[src/rtl/if_pkg.sv]
// rtl/if_pkg.sv - shared state encoding, constants and cache geometry helpers for the fetch unit
package if_pkg;

    // Fetch controller states
    typedef enum logic [1:0] {
        IDLE      = 2'd0,
        MISS_WAIT = 2'd1,
        DROP      = 2'd2
    } if_state_e;

    // A zero word is the bubble marker seen by IF/ID
    localparam logic [31:0] BUBBLE_INSTR = 32'h0000_0000;
    localparam logic [31:0] BUBBLE_PC    = 32'h0000_0000;
    localparam logic [31:0] RESET_PC     = 32'h0000_0000;
    localparam logic [31:0] PC_STEP      = 32'd4;

    // Tag bits left after dropping the byte offset and the line index
    function automatic int icache_tag_bits(input int addr_bits, input int index_bits);
        return addr_bits - 2 - index_bits;
    endfunction

    // Number of lines held by a direct-mapped cache of one word per line
    function automatic int icache_lines(input int index_bits);
        return 1 << index_bits;
    endfunction

endpackage

[src/rtl/if_icache.sv]
// rtl/if_icache.sv - direct-mapped one-word-per-line instruction cache, present only when IF_ICACHE_EN is defined
`ifdef IF_ICACHE_EN
module if_icache
    import if_pkg::*;
#(
    parameter int INDEX_BITS = 7,
    parameter int ADDR_BITS  = 18
) (
    input  logic                 clk_i,
    input  logic                 rst_i,
    input  logic [ADDR_BITS-3:0] rd_addr_i,
    output logic                 hit_o,
    output logic [31:0]          rd_data_o,
    input  logic                 wr_en_i,
    input  logic [ADDR_BITS-3:0] wr_addr_i,
    input  logic [31:0]          wr_data_i
);
    localparam int TAG_BITS = icache_tag_bits(ADDR_BITS, INDEX_BITS);
    localparam int LINES    = icache_lines(INDEX_BITS);

    logic [LINES-1:0]    valid_q;
    logic [TAG_BITS-1:0] tag_q  [LINES];
    logic [31:0]         data_q [LINES];

    logic [INDEX_BITS-1:0] rd_idx;
    logic [TAG_BITS-1:0]   rd_tag;
    logic [INDEX_BITS-1:0] wr_idx;
    logic [TAG_BITS-1:0]   wr_tag;

    assign rd_idx = rd_addr_i[INDEX_BITS-1:0];
    assign rd_tag = rd_addr_i[ADDR_BITS-3:INDEX_BITS];
    assign wr_idx = wr_addr_i[INDEX_BITS-1:0];
    assign wr_tag = wr_addr_i[ADDR_BITS-3:INDEX_BITS];

    // Lookup is purely combinational so IDLE can decide hit/miss in the same cycle
    always_comb begin
        hit_o     = valid_q[rd_idx] && (tag_q[rd_idx] == rd_tag);
        rd_data_o = data_q[rd_idx];
    end

    // Valid bits are the only state that reset must clear
    always_ff @(posedge clk_i or posedge rst_i) begin
        if (rst_i) begin
            valid_q <= '0;
        end else if (wr_en_i) begin
            valid_q[wr_idx] <= 1'b1;
        end
    end

    // Tag and data are meaningless while the line is invalid, so they carry no reset
    always_ff @(posedge clk_i) begin
        if (wr_en_i) begin
            tag_q[wr_idx]  <= wr_tag;
            data_q[wr_idx] <= wr_data_i;
        end
    end

endmodule
`endif

[src/rtl/if_fetch_unit.sv]
// rtl/if_fetch_unit.sv - instruction fetch stage: PC, miss handling and IF/ID outputs; IF_ICACHE_EN adds the instruction cache
module if_fetch_unit
    import if_pkg::*;
#(
    parameter int ICACHE_INDEX_BITS = 7,
    parameter int ADDR_BITS         = 18
) (
    input  logic        clk_in,
    input  logic        rst_in,
    input  logic        rdy_in,
    input  logic [5:0]  stall_in,
    input  logic        branch_or_not,
    input  logic [31:0] branch_target,
    output logic        mc_req_out,
    output logic [31:0] mc_addr_out,
    input  logic        mc_done_in,
    input  logic [31:0] mc_data_in,
    output logic [31:0] output_pc,
    output logic [31:0] output_instru,
    output logic        if_stall_req_out
);
    if_state_e   state_q, state_d;
    logic [31:0] pc_q, pc_d;
    logic [31:0] out_pc_q, out_pc_d;
    logic [31:0] out_instr_q, out_instr_d;
    logic        mc_req_q, mc_req_d;
    logic [31:0] mc_addr_q, mc_addr_d;

    logic        lookup_hit;
    logic [31:0] lookup_data;
    logic        fill_en;

    // A returning word always lands in the cache, whether it is presented or dropped
    assign fill_en = rdy_in && (state_q != IDLE) && mc_done_in;

`ifdef IF_ICACHE_EN
    if_icache #(
        .INDEX_BITS (ICACHE_INDEX_BITS),
        .ADDR_BITS  (ADDR_BITS)
    ) u_icache (
        .clk_i     (clk_in),
        .rst_i     (rst_in),
        .rd_addr_i (pc_q[ADDR_BITS-1:2]),
        .hit_o     (lookup_hit),
        .rd_data_o (lookup_data),
        .wr_en_i   (fill_en),
        .wr_addr_i (mc_addr_q[ADDR_BITS-1:2]),
        .wr_data_i (mc_data_in)
    );

    logic unused_inputs;
    assign unused_inputs = ^stall_in[5:1];
`else
    // Without a cache every lookup misses and the returned word is forwarded directly
    assign lookup_hit  = 1'b0;
    assign lookup_data = BUBBLE_INSTR;

    logic unused_inputs;
    assign unused_inputs = ^{stall_in[5:1], fill_en, ICACHE_INDEX_BITS[0], ADDR_BITS[0]};
`endif

    // Stall IF/ID whenever no word can be produced this cycle
    assign if_stall_req_out = (state_q != IDLE) || !lookup_hit;

    assign mc_req_out    = mc_req_q;
    assign mc_addr_out   = mc_addr_q;
    assign output_pc     = out_pc_q;
    assign output_instru = out_instr_q;

    // State register
    always_ff @(posedge clk_in or posedge rst_in) begin
        if (rst_in) begin
            state_q <= IDLE;
        end else begin
            state_q <= state_d;
        end
    end

    // Next-state: a branch during an outstanding miss turns it into a drop unless the word arrives now
    always_comb begin
        state_d = state_q;
        if (rdy_in) begin
            case (state_q)
                IDLE: begin
                    if (!branch_or_not && !stall_in[0] && !lookup_hit) begin
                        state_d = MISS_WAIT;
                    end
                end
                MISS_WAIT: begin
                    if (mc_done_in) begin
                        state_d = IDLE;
                    end else if (branch_or_not) begin
                        state_d = DROP;
                    end
                end
                DROP: begin
                    if (mc_done_in) begin
                        state_d = IDLE;
                    end
                end
                default: state_d = IDLE;
            endcase
        end
    end

    // Output/datapath next values: branch beats everything and always leaves a bubble
    always_comb begin
        pc_d        = pc_q;
        out_pc_d    = out_pc_q;
        out_instr_d = out_instr_q;
        mc_req_d    = mc_req_q;
        mc_addr_d   = mc_addr_q;
        if (rdy_in) begin
            if ((state_q != IDLE) && mc_done_in) begin
                mc_req_d = 1'b0;
            end
            if (branch_or_not) begin
                pc_d        = branch_target;
                out_pc_d    = BUBBLE_PC;
                out_instr_d = BUBBLE_INSTR;
            end else begin
                case (state_q)
                    IDLE: begin
                        if (!stall_in[0]) begin
                            if (lookup_hit) begin
                                out_pc_d    = pc_q;
                                out_instr_d = lookup_data;
                                pc_d        = pc_q + PC_STEP;
                            end else begin
                                mc_req_d    = 1'b1;
                                mc_addr_d   = {pc_q[31:2], 2'b00};
                                out_pc_d    = BUBBLE_PC;
                                out_instr_d = BUBBLE_INSTR;
                            end
                        end
                    end
                    MISS_WAIT: begin
`ifndef IF_ICACHE_EN
                        if (mc_done_in) begin
                            out_pc_d    = mc_addr_q;
                            out_instr_d = mc_data_in;
                            pc_d        = pc_q + PC_STEP;
                        end
`endif
                    end
                    default: begin
                    end
                endcase
            end
        end
    end

    // Datapath registers; async reset doubles as the memory-side abort
    always_ff @(posedge clk_in or posedge rst_in) begin
        if (rst_in) begin
            pc_q        <= RESET_PC;
            out_pc_q    <= BUBBLE_PC;
            out_instr_q <= BUBBLE_INSTR;
            mc_req_q    <= 1'b0;
            mc_addr_q   <= 32'h0;
        end else begin
            pc_q        <= pc_d;
            out_pc_q    <= out_pc_d;
            out_instr_q <= out_instr_d;
            mc_req_q    <= mc_req_d;
            mc_addr_q   <= mc_addr_d;
        end
    end

endmodule
[config.mk]
export PLATFORM = sky130hd
export DESIGN_NAME = if_fetch_unit
export DESIGN_NICKNAME = d
export VERILOG_FILES = /design/src/rtl/if_pkg.sv /design/src/rtl/if_icache.sv /design/src/rtl/if_fetch_unit.sv
export SDC_FILE = /design/constraint.sdc
export NUM_CORES = 1
export LEC_CHECK = 0
export CAP_MARGIN = 0
export CORE_ASPECT_RATIO = 0.8
export CORE_MARGIN = 2
export CORE_UTILIZATION = 35
export DETAILED_ROUTE_END_ITERATION = 8
export PLACE_DENSITY_LB_ADDON = 0.15
export SLEW_MARGIN = 20
export SYNTH_ARGS = -nofsm -noshare
export SYNTH_HDL_FRONTEND = slang
export SYNTH_HIERARCHICAL = 1
export SYNTH_SLANG_ARGS = --single-unit
[constraint.sdc]
create_clock -name clk_in -period 6.9 [get_ports clk_in]
set_input_delay 1.38 -clock clk_in [delete_from_list [all_inputs] [get_ports clk_in]]
set_output_delay 1.38 -clock clk_in [all_outputs]
set_load 0.02 [all_outputs]
# [Word level (Yosys, flattened, before mapping)]
# Cells that the tools add are included.
[word_totals] ff_bits=129 wordCells=47 output_inout_bits=98 input_bits=75
[classes] n_eq_ne=6 n_bitwise=2 reduce_logical=13 muxes=19 n_addsub=1
[op_table] operator="32-bit 2-to-1 mux" n=8
[op_table] operator="32-bit case mux with 2 select lines" n=2
[op_table] operator="32-bit by 3-bit adder with 32-bit output (second input constant)" n=1
[op_table] operator="4-bit AND reduction" n=3
[op_table] operator="2-bit 2-to-1 mux" n=4
[op_table] operator="3-bit inequality test (second input constant)" n=2
[op_table] operator="2-bit case mux with 3 select lines" n=1
[op_table] operator="2-bit nonzero test" n=3
[op_table] operator="1-bit 2-to-1 mux" n=4
[op_table] operator="2-bit inequality test (second input constant)" n=2
[op_table] operator="3-bit AND reduction" n=1
[op_table] operator="3-bit nonzero test" n=1
[op_table] operator="2-bit by 1-bit == test with 1-bit output (second input constant)" n=1
[op_table] operator="2-bit == test (second input constant)" n=1
[op_table] operator="1-bit logical AND" n=2
[op_table] operator="1-bit zero test" n=2
[op_table] operator="2-bit zero test" n=1
[op_table] operator="1-bit inverter" n=2

# [Longest topological paths before layout]
# Gate-level depths: netlist of run 1.
[logic_depth] word_depth=6 depth_mapped=6

# [Worst setup path after synthesis of run 1]
# OpenSTA, ideal clock, no wires.
[synth_path] path_kind="input to register" startpoint="in branch_or_not" endpoint="reg out_instr_q[0] (netlist: output_instru[0])" stages=5 t_arrival_ns=2.442 path_buffers=3 path_slack_ns=4.379 cell_sequence="clkbuf_1 > o21ai_0 > clkbuf_1 > buf_2 > mux2i_1"
[synth_between] elab_chain_len=2 elab_cells_between_ends=5 cone_classes="eq/ne: 2; mux: 1; reduce/logical: 2"
[synth_lines] element="from (decl)" line_no="if_fetch_unit.sv:12" source="input logic branch_or_not,"
[synth_lines] element="3-bit inequality test (no line) or 3-bit nonzero test (tied branches)"
[synth_lines] element="4-bit AND reduction (no line)"
[synth_lines] element="to (signal assigned)" line_no="if_fetch_unit.sv:164" source="out_instr_q <= out_instr_d;"
[synth_lines] element="to (decl)" line_no="if_fetch_unit.sv:25" source="logic [31:0] out_instr_q, out_instr_d;"
# Parallel ways exist; a longest one is shown, timed or not.
# A chain may end at the register's enable or synchronous reset.

# [Worst setup path after layout of run 1]
[layout_path] startpoint="in branch_or_not" endpoint="reg pc_q[22]"
[layout_between] elab_chain_len=2 elab_cells_between_ends=4 cone_classes="mux: 1; reduce/logical: 3"
[layout_lines] element="2-bit nonzero test (no line)"
[layout_lines] element="3-bit AND reduction (no line)"
[layout_lines] element="to (signal assigned)" line_no="if_fetch_unit.sv:162" source="pc_q <= pc_d;"
[layout_lines] element="to (decl)" line_no="if_fetch_unit.sv:23" source="logic [31:0] pc_q, pc_d;"
# Parallel ways exist; a longest one is shown, timed or not.

==> results of run 1 <==
layer usage:
layer,track usage,vias up
li1,-,2465
met1,0.2544,2544
met2,0.2814,195
met3,0.05608,14
met4,0.04803,0
met5,0,-
power groups by stage:
stage               clock network (mW)  registers, mW  logic, mW
floorplan                            0           1.18      0.322
finish                           0.945           1.07      0.844
global route                      1.01           1.09      0.907
CTS                              0.972           1.07      0.853
global placement                     0           1.07      0.836
detailed placement                   0           1.08      0.847
registers in the layout, summed over array words and instances, names as in the netlist:
name and flops:
mc_addr_out 30, mc_req_out 1, output_instru 32, output_pc 30, pc_q 30, state_q 2
area by class of cell:
cell class	count	area, um2	share of cell area
Clock inverter	11	165.2	0.01922
Timing Repair Buffer	167	1649	0.1919
Sequential cell	125	3128	0.3640
Clock buffer	21	460.4	0.05358
Inverter	73	279.0	0.03247
Tap cell	225	281.5	0.03276
Multi-Input combinational cell	390	2630	0.3061
synthesized netlist by cell type, drive strengths merged, types with 3 or more instances:
cell     number  area (um2)
and4          4       35.03
nor3          6       30.03
nor2         23       86.33
a211oi        4       30.03
or4           3       26.27
nand3        22       115.1
dfrtp       125        3128
a211o         4       35.03
nor4         13       96.34
and3          9       57.56
inv          72       270.3
mux2         30       337.8
nand2        86       322.8
o211ai        3       22.52
clkbuf       27       101.4
nor2b         3       18.77
or3           4       25.02
nand4        18       127.6
buf          17       95.10
a22oi         4       30.03
o22ai         4       25.02
mux2i        64       640.6
a2bb2oi       3       26.28
a21oi        23       115.1
a311oi        4       35.03
o21ai        23       115.1
o2bb2ai       5       43.79
worst register-to-register path: stages (launching register included):
cell      delay, ps
dfrtp_1         420
nor2b_1         200
a211oi_1        110
o21ai_4         490
buf_4           750
mux2i_1         390
stage by stage:
| stage | instances | utilization | worst slack [ps] | hold WS (ps) | power [mW] |
|---|---|---|---|---|---|
| global route | 1012 | 0.4960 | 3183 | 540.3 | 3.011 |
| CTS | 1012 | 0.4960 | 3423 | 521.0 | 2.893 |
| detailed placement | 980 | 0.4599 | 2997 | 512.2 | 1.927 |
| floorplan | 632 | - | 2192 | 505.3 | 1.507 |
| finish | 1012 | 0.4960 | 3379 | 514.8 | 2.856 |
| global placement | 980 | 0.4599 | 3054 | 506.5 | 1.907 |
kinds of logic (layout without fill, tap and decap cells):
logic type                 after synthesis  after routing  synth area share
buffers and inverters                  117            272           0.07592
DFF                                    125            125            0.5047
muxes                                   94             94            0.1579
adders and majority gates                1              1          0.002019
AOI/OAI and AO/OA                       91             91           0.09671
and+or+nand+nor                        199            199            0.1615
other                                    2              5          0.001212
final timing paths:
check | depth (start not counted) | endpoint | slack (ps) | start
setup reg to reg | 5 | output_instru[24]$_DFFE_PP0P_ | 4460 | state_q[0]$_DFFE_PP0P_
hold / removal | 2 | output_pc[2]$_DFFE_PP0P_ | 510 | output_pc[2]$_DFFE_PP0P_
hold reg to reg | 2 | output_pc[2]$_DFFE_PP0P_ | 510 | output_pc[2]$_DFFE_PP0P_
min in group asynchronous | 2 | output_instru[4]$_DFFE_PP0P_ | 1420 | rst_in
max in group asynchronous | 3 | output_pc[11]$_DFFE_PP0P_ | 4220 | rst_in
setup / recovery | 6 | pc_q[22]$_DFFE_PP0P_ | 3380 | branch_or_not
==> impl_results.md, run 1 <==
* Status: finished clean
* Die footprint at 0.01879 mm2
* Port buffer count at 160
* Reg power frac at 0.374
* # rows at 43
* Most frequent cells in the layout: 159 x clkdlybuf4s50_1, 125 x dfrtp_1, 86 x nand2_1, 71 x inv_1, 64 x mux2i_1
* Power Density at 332.3 mW/mm2
* Top_reg_cell synth: dfrtp_1
* Htree depth at 4
* Ys Warns at 6
* Met3 WL at around 1100 um
* Switch share at 0.3208
* HP Class: reg -> reg
* Initial antenna violation count at 0
* Crit Path Category: in -> reg
* Post-CTS sizing at 0
* Worst path slowest cell: buf_2
* Number of global-route vias before repair at 5139
* Clk slew on worst S/H paths at 50 ps
* Core area at 0.01732 mm2
* Leak at 3.670 nW
* First-pass GRT wire length at 27390 um
* Slew margin rel. at 0.2944
* DRT Pass-1 Iters at 5
* Sequential area share after synthesis at 0.5047
* CP arrival at 3800 ps
* Final Skew at approximately 6.5 ps
* Final Cycle Share at 0.5104
* Worst-Skew Late Latency at 410 ps
* Clk sinks at 125
* Hold-fix buffers, CTS at 0
* Area Growth Syn to Fin at 38.66%
* Fin crit period at 3521 ps
* Cell Chain, Critical Path: buf_2, clkinv_1, buf_4, a21o_1, nor4_1, a211oi_1
* Setup bufs post-CTS at 0
* Top delay family on crit path: buffers and inverters
* Worst Setup Start Kind: input port
* Largest net degree at the start of global routing at between 60 and 70
* Routability cong. at 0.7913
* Internal power at 1.940 mW
* Fill count at 1616
* Critical Path Sink Type: flip-flop
* Commonest non-fill, non-tap cell in the layout: clkdlybuf4s50_1
* WL met2 at 7594 um
* Fin area at 0.008593 mm2
* Max_cap viols at 0
* DRC errors left at 0
* Peak supply drop at around 0.18 mV
* Final Max Tran Viols at 0
* Number of synthesized register bits at 125
* Syn Std Cell Area at 0.006197 mm2
* Post-synth EDFFs at 0
* CP Buf/Inv Count at 3
* N_diodes at 0
* Initial core utilization at 0.3577
* GRT Overall Usage at 0.1834
* Max Freq at 284.0 MHz
* CP max FO at 58
* Root buf cell: clkbuf_16
* Bufs on Longest Clock Path at 2
* Vias at about 5200
* Setup violators final at 0
* Least-Margin Pin Slew at ~1100 ps
* NetSw at 916.1 uW
* Layout Nets at 850
* Routed wire per std cell at 16.79 um
* Fraction of registers with async set/reset at 1.000
* Final wirelength at 16990 um
* Metal1 wirelength at between 8000 and 9000 um
* IO Pins at about 170
* Routed Antenna Nets at 0
* Setup TNS at 0 ps
* Hpwl dp at 11440 um
* CTS tree: yes
* Cells after synthesis at approximately 630
* Iter 0 DRT Violations at 352
* Gate power share at 0.295
* Top layer in use: met4
* Unique cell type count in the Yosys netlist at 52
* Die Y at 123.0 um
* Worst path max stage delay at about 780 ps
* TritonCTS Buffers at 17
* RSZ-0062 raised after global routing: no
* Die width at 152.8 um
* Syn avg cell area at 9.852 um2
* Hold Vio Cnt, Final at 0
* GRT Residual Overflow at 0
* Placed Area at roughly 0.008 mm2
* Vias/cell at slightly above 5
* Worst EP required at 7180 ps
* Clock Power Share at 0.331
* Layout cells sized above 1 at 0.09784
(Power assumes the default switching activity.)
==> run 2, diff against run 1 <==
Clock period 6.9 ns to 2.8 ns, I/O delays scaled along.
==> run 2 against run 1 <==
- critical path depth decreased by 2
- combinational power is 150% higher
- via count is 0.13% higher
- global-route usage is 0.46 points higher
- design area increased by 1.0%
- non-clock buffer count increased by 9
- core utilization grew 0.52 points
- highest routed layer unchanged
- first-iteration DRC count shrank 1.7%
- sequential power up 140%
- cell count increased by 0.89%
- critical path type is now reg -> reg
- register-to-register slack lost 3900 ps
==> impl_results.md, run 2 (synthesized netlist as in run 1, its figures left out) <==
* Fill count at 1622
* Hold Vio Cnt, Final at 0
* CP max FO at 11
* Worst path slowest cell: nor3_1
* Routed Antenna Nets at 0
* Clk slew on worst S/H paths at ~60 ps
* Internal power at around 4.7 mW
* Setup TNS at 0 ps
* Reg power frac at 0.377
* Final Skew at between 5 and 6 ps
* Post-CTS sizing at 0
* NetSw at 2.241 mW
* Worst-Skew Late Latency at 410 ps
* Post-Layout Cell Count at 1021
* Final WS setup at 521.6 ps
* Dpl cells at about 990
* Power Density at 802.7 mW/mm2
* Routed wire per std cell at 16.66 um
* Setup bufs post-CTS at 0
* Port buffer count at 160
* Final Max Tran Viols at 0
* Routability cong. at 0.8655
* TritonCTS Buffers at 17
* Most frequent cells in the layout: 159 x clkdlybuf4s50_1, 125 x dfrtp_1, 86 x nand2_1, 71 x inv_1, 64 x mux2i_1
* Max_cap viols at 0
* Top delay family on crit path: simple AND/OR/NAND/NOR gates
* Initial antenna violation count at 0
* Final Cycle Share at 0.8137
* Worst Setup Start Kind: flip-flop
* Hpwl dp at about 12000 um
* N_diodes at 0
* Die width at roughly 150 um
* HP Class: reg -> reg
* Initial core utilization at 0.3577
* Worst path max stage delay at 840 ps
* Final wirelength at 17010 um
* # rows at 43
* Placed Area at about 0.008 mm2
* Clock Power Share at 0.325
* Max reg flops at 32
* Vias at ~5200
* Gate power share at 0.299
* Final core occ at 0.5012
* Least-Margin Pin Slew at ~850 ps
* CTS tree: yes
* Bufs on Longest Clock Path at 2
* Leak at about 3.7 nW
* Largest net degree at the start of global routing at 63
* Vias/cell at 5.118
* DRC errors left at 0
* Worst EP required at 3090 ps
* Status: finished clean
* RSZ-0062 raised after global routing: no
* Layout cells sized above 1 at 0.1080
* Layout Nets at between 800 and 900
* IO Pins at roughly 170
* Slew margin rel. at 0.4319
* Fin area at 0.008683 mm2
* Max Freq at 438.9 MHz
* Peak supply drop at 0.4747 mV
* Setup violators final at 0
* Fin crit period at 2278 ps
* Core area at ~0.017 mm2
* Hold slack at 518.5 ps
* Die Y at ~120 um
* Cell Chain, Critical Path: nand4_1, nor3_1, a311o_1, o211ai_1
* Htree depth at 4
* Die footprint at 0.01879 mm2
* CP arrival at 2570 ps
* Critical Path Sink Type: flip-flop
* Pre-CTS setup slack at 351.0 ps
* First-pass GRT wire length at 27970 um
* GRT Overall Usage at 0.1880
* Crit Path Category: reg -> reg
* Number of global-route vias before repair at 5373
* GRT Residual Overflow at 0
* Switch share at 0.3215
* Clk sinks at 125
* CP Buf/Inv Count at 0
* Hold-fix buffers, CTS at 0
* DRT Pass-1 Iters at 4
* Area Growth Syn to Fin at 40.12%
* Commonest non-fill, non-tap cell in the layout: clkdlybuf4s50_1
* Iter 0 DRT Violations at 346
* Root buf cell: clkbuf_16
* Final Total Pwr at 6.970 mW
==> run 2: cell count changes in the layout (fill, tap and decap cells not counted), sizes merged <==
cell	previous run	this run
clkinv	7	3
inv	72	71
clkbuf	21	22
clkinvlp	1	6
buf	8	17
bufinv	4	3
==> run 2: worst paths after layout <==
check	slack, ps	startpoint	cells past startpoint	to
setup / recovery	520	pc_q[7]$_DFFE_PP0P_	4	pc_q[19]$_DFFE_PP0P_
hold / removal	520	output_pc[24]$_DFFE_PP0P_	2	output_pc[24]$_DFFE_PP0P_
setup reg to reg	520	pc_q[7]$_DFFE_PP0P_	4	pc_q[19]$_DFFE_PP0P_
hold reg to reg	520	output_pc[24]$_DFFE_PP0P_	2	output_pc[24]$_DFFE_PP0P_
max in group asynchronous	1540	rst_in	3	mc_addr_out[7]$_DFFE_PP0P_
min in group asynchronous	550	rst_in	2	output_instru[0]$_DFFE_PP0P_
==> run 2: power groups by stage <==
stage	Clock (mW)	Sequential [mW]	Combinational, mW
final	2.26	2.62	2.08
after CTS	2.33	2.63	2.11
after floorplan	0	2.92	0.795
after detailed placement	0	2.65	2.10
after global routing	2.41	2.70	2.24
after global placement	0	2.63	2.07
==> run 2: tightest hold or removal path: stages, from the launching register on <==
cell and delay (ps):
dfrtp_1 370, inv_1 50, mux2i_1 60
==> run 2: layer usage <==
metal,up-vias,global-route usage,part of all wire
met3,17,0.05188,0.064
met1,2560,0.2626,0.48
li1,2482,-,-
met2,166,0.2862,0.45
met4,0,0.05903,0.012
met5,-,0,0
==> run 2: area by class of cell <==
class	count	area, um2	share of cell area
flip-flops and latches	125	3128	0.3602
clock buffers	22	474.2	0.05461
repair buffers	176	1754	0.2020
inverters	73	277.8	0.03199
clock inverters	10	137.6	0.01585
multi-input cells	390	2630	0.3029
well taps	225	281.5	0.03242
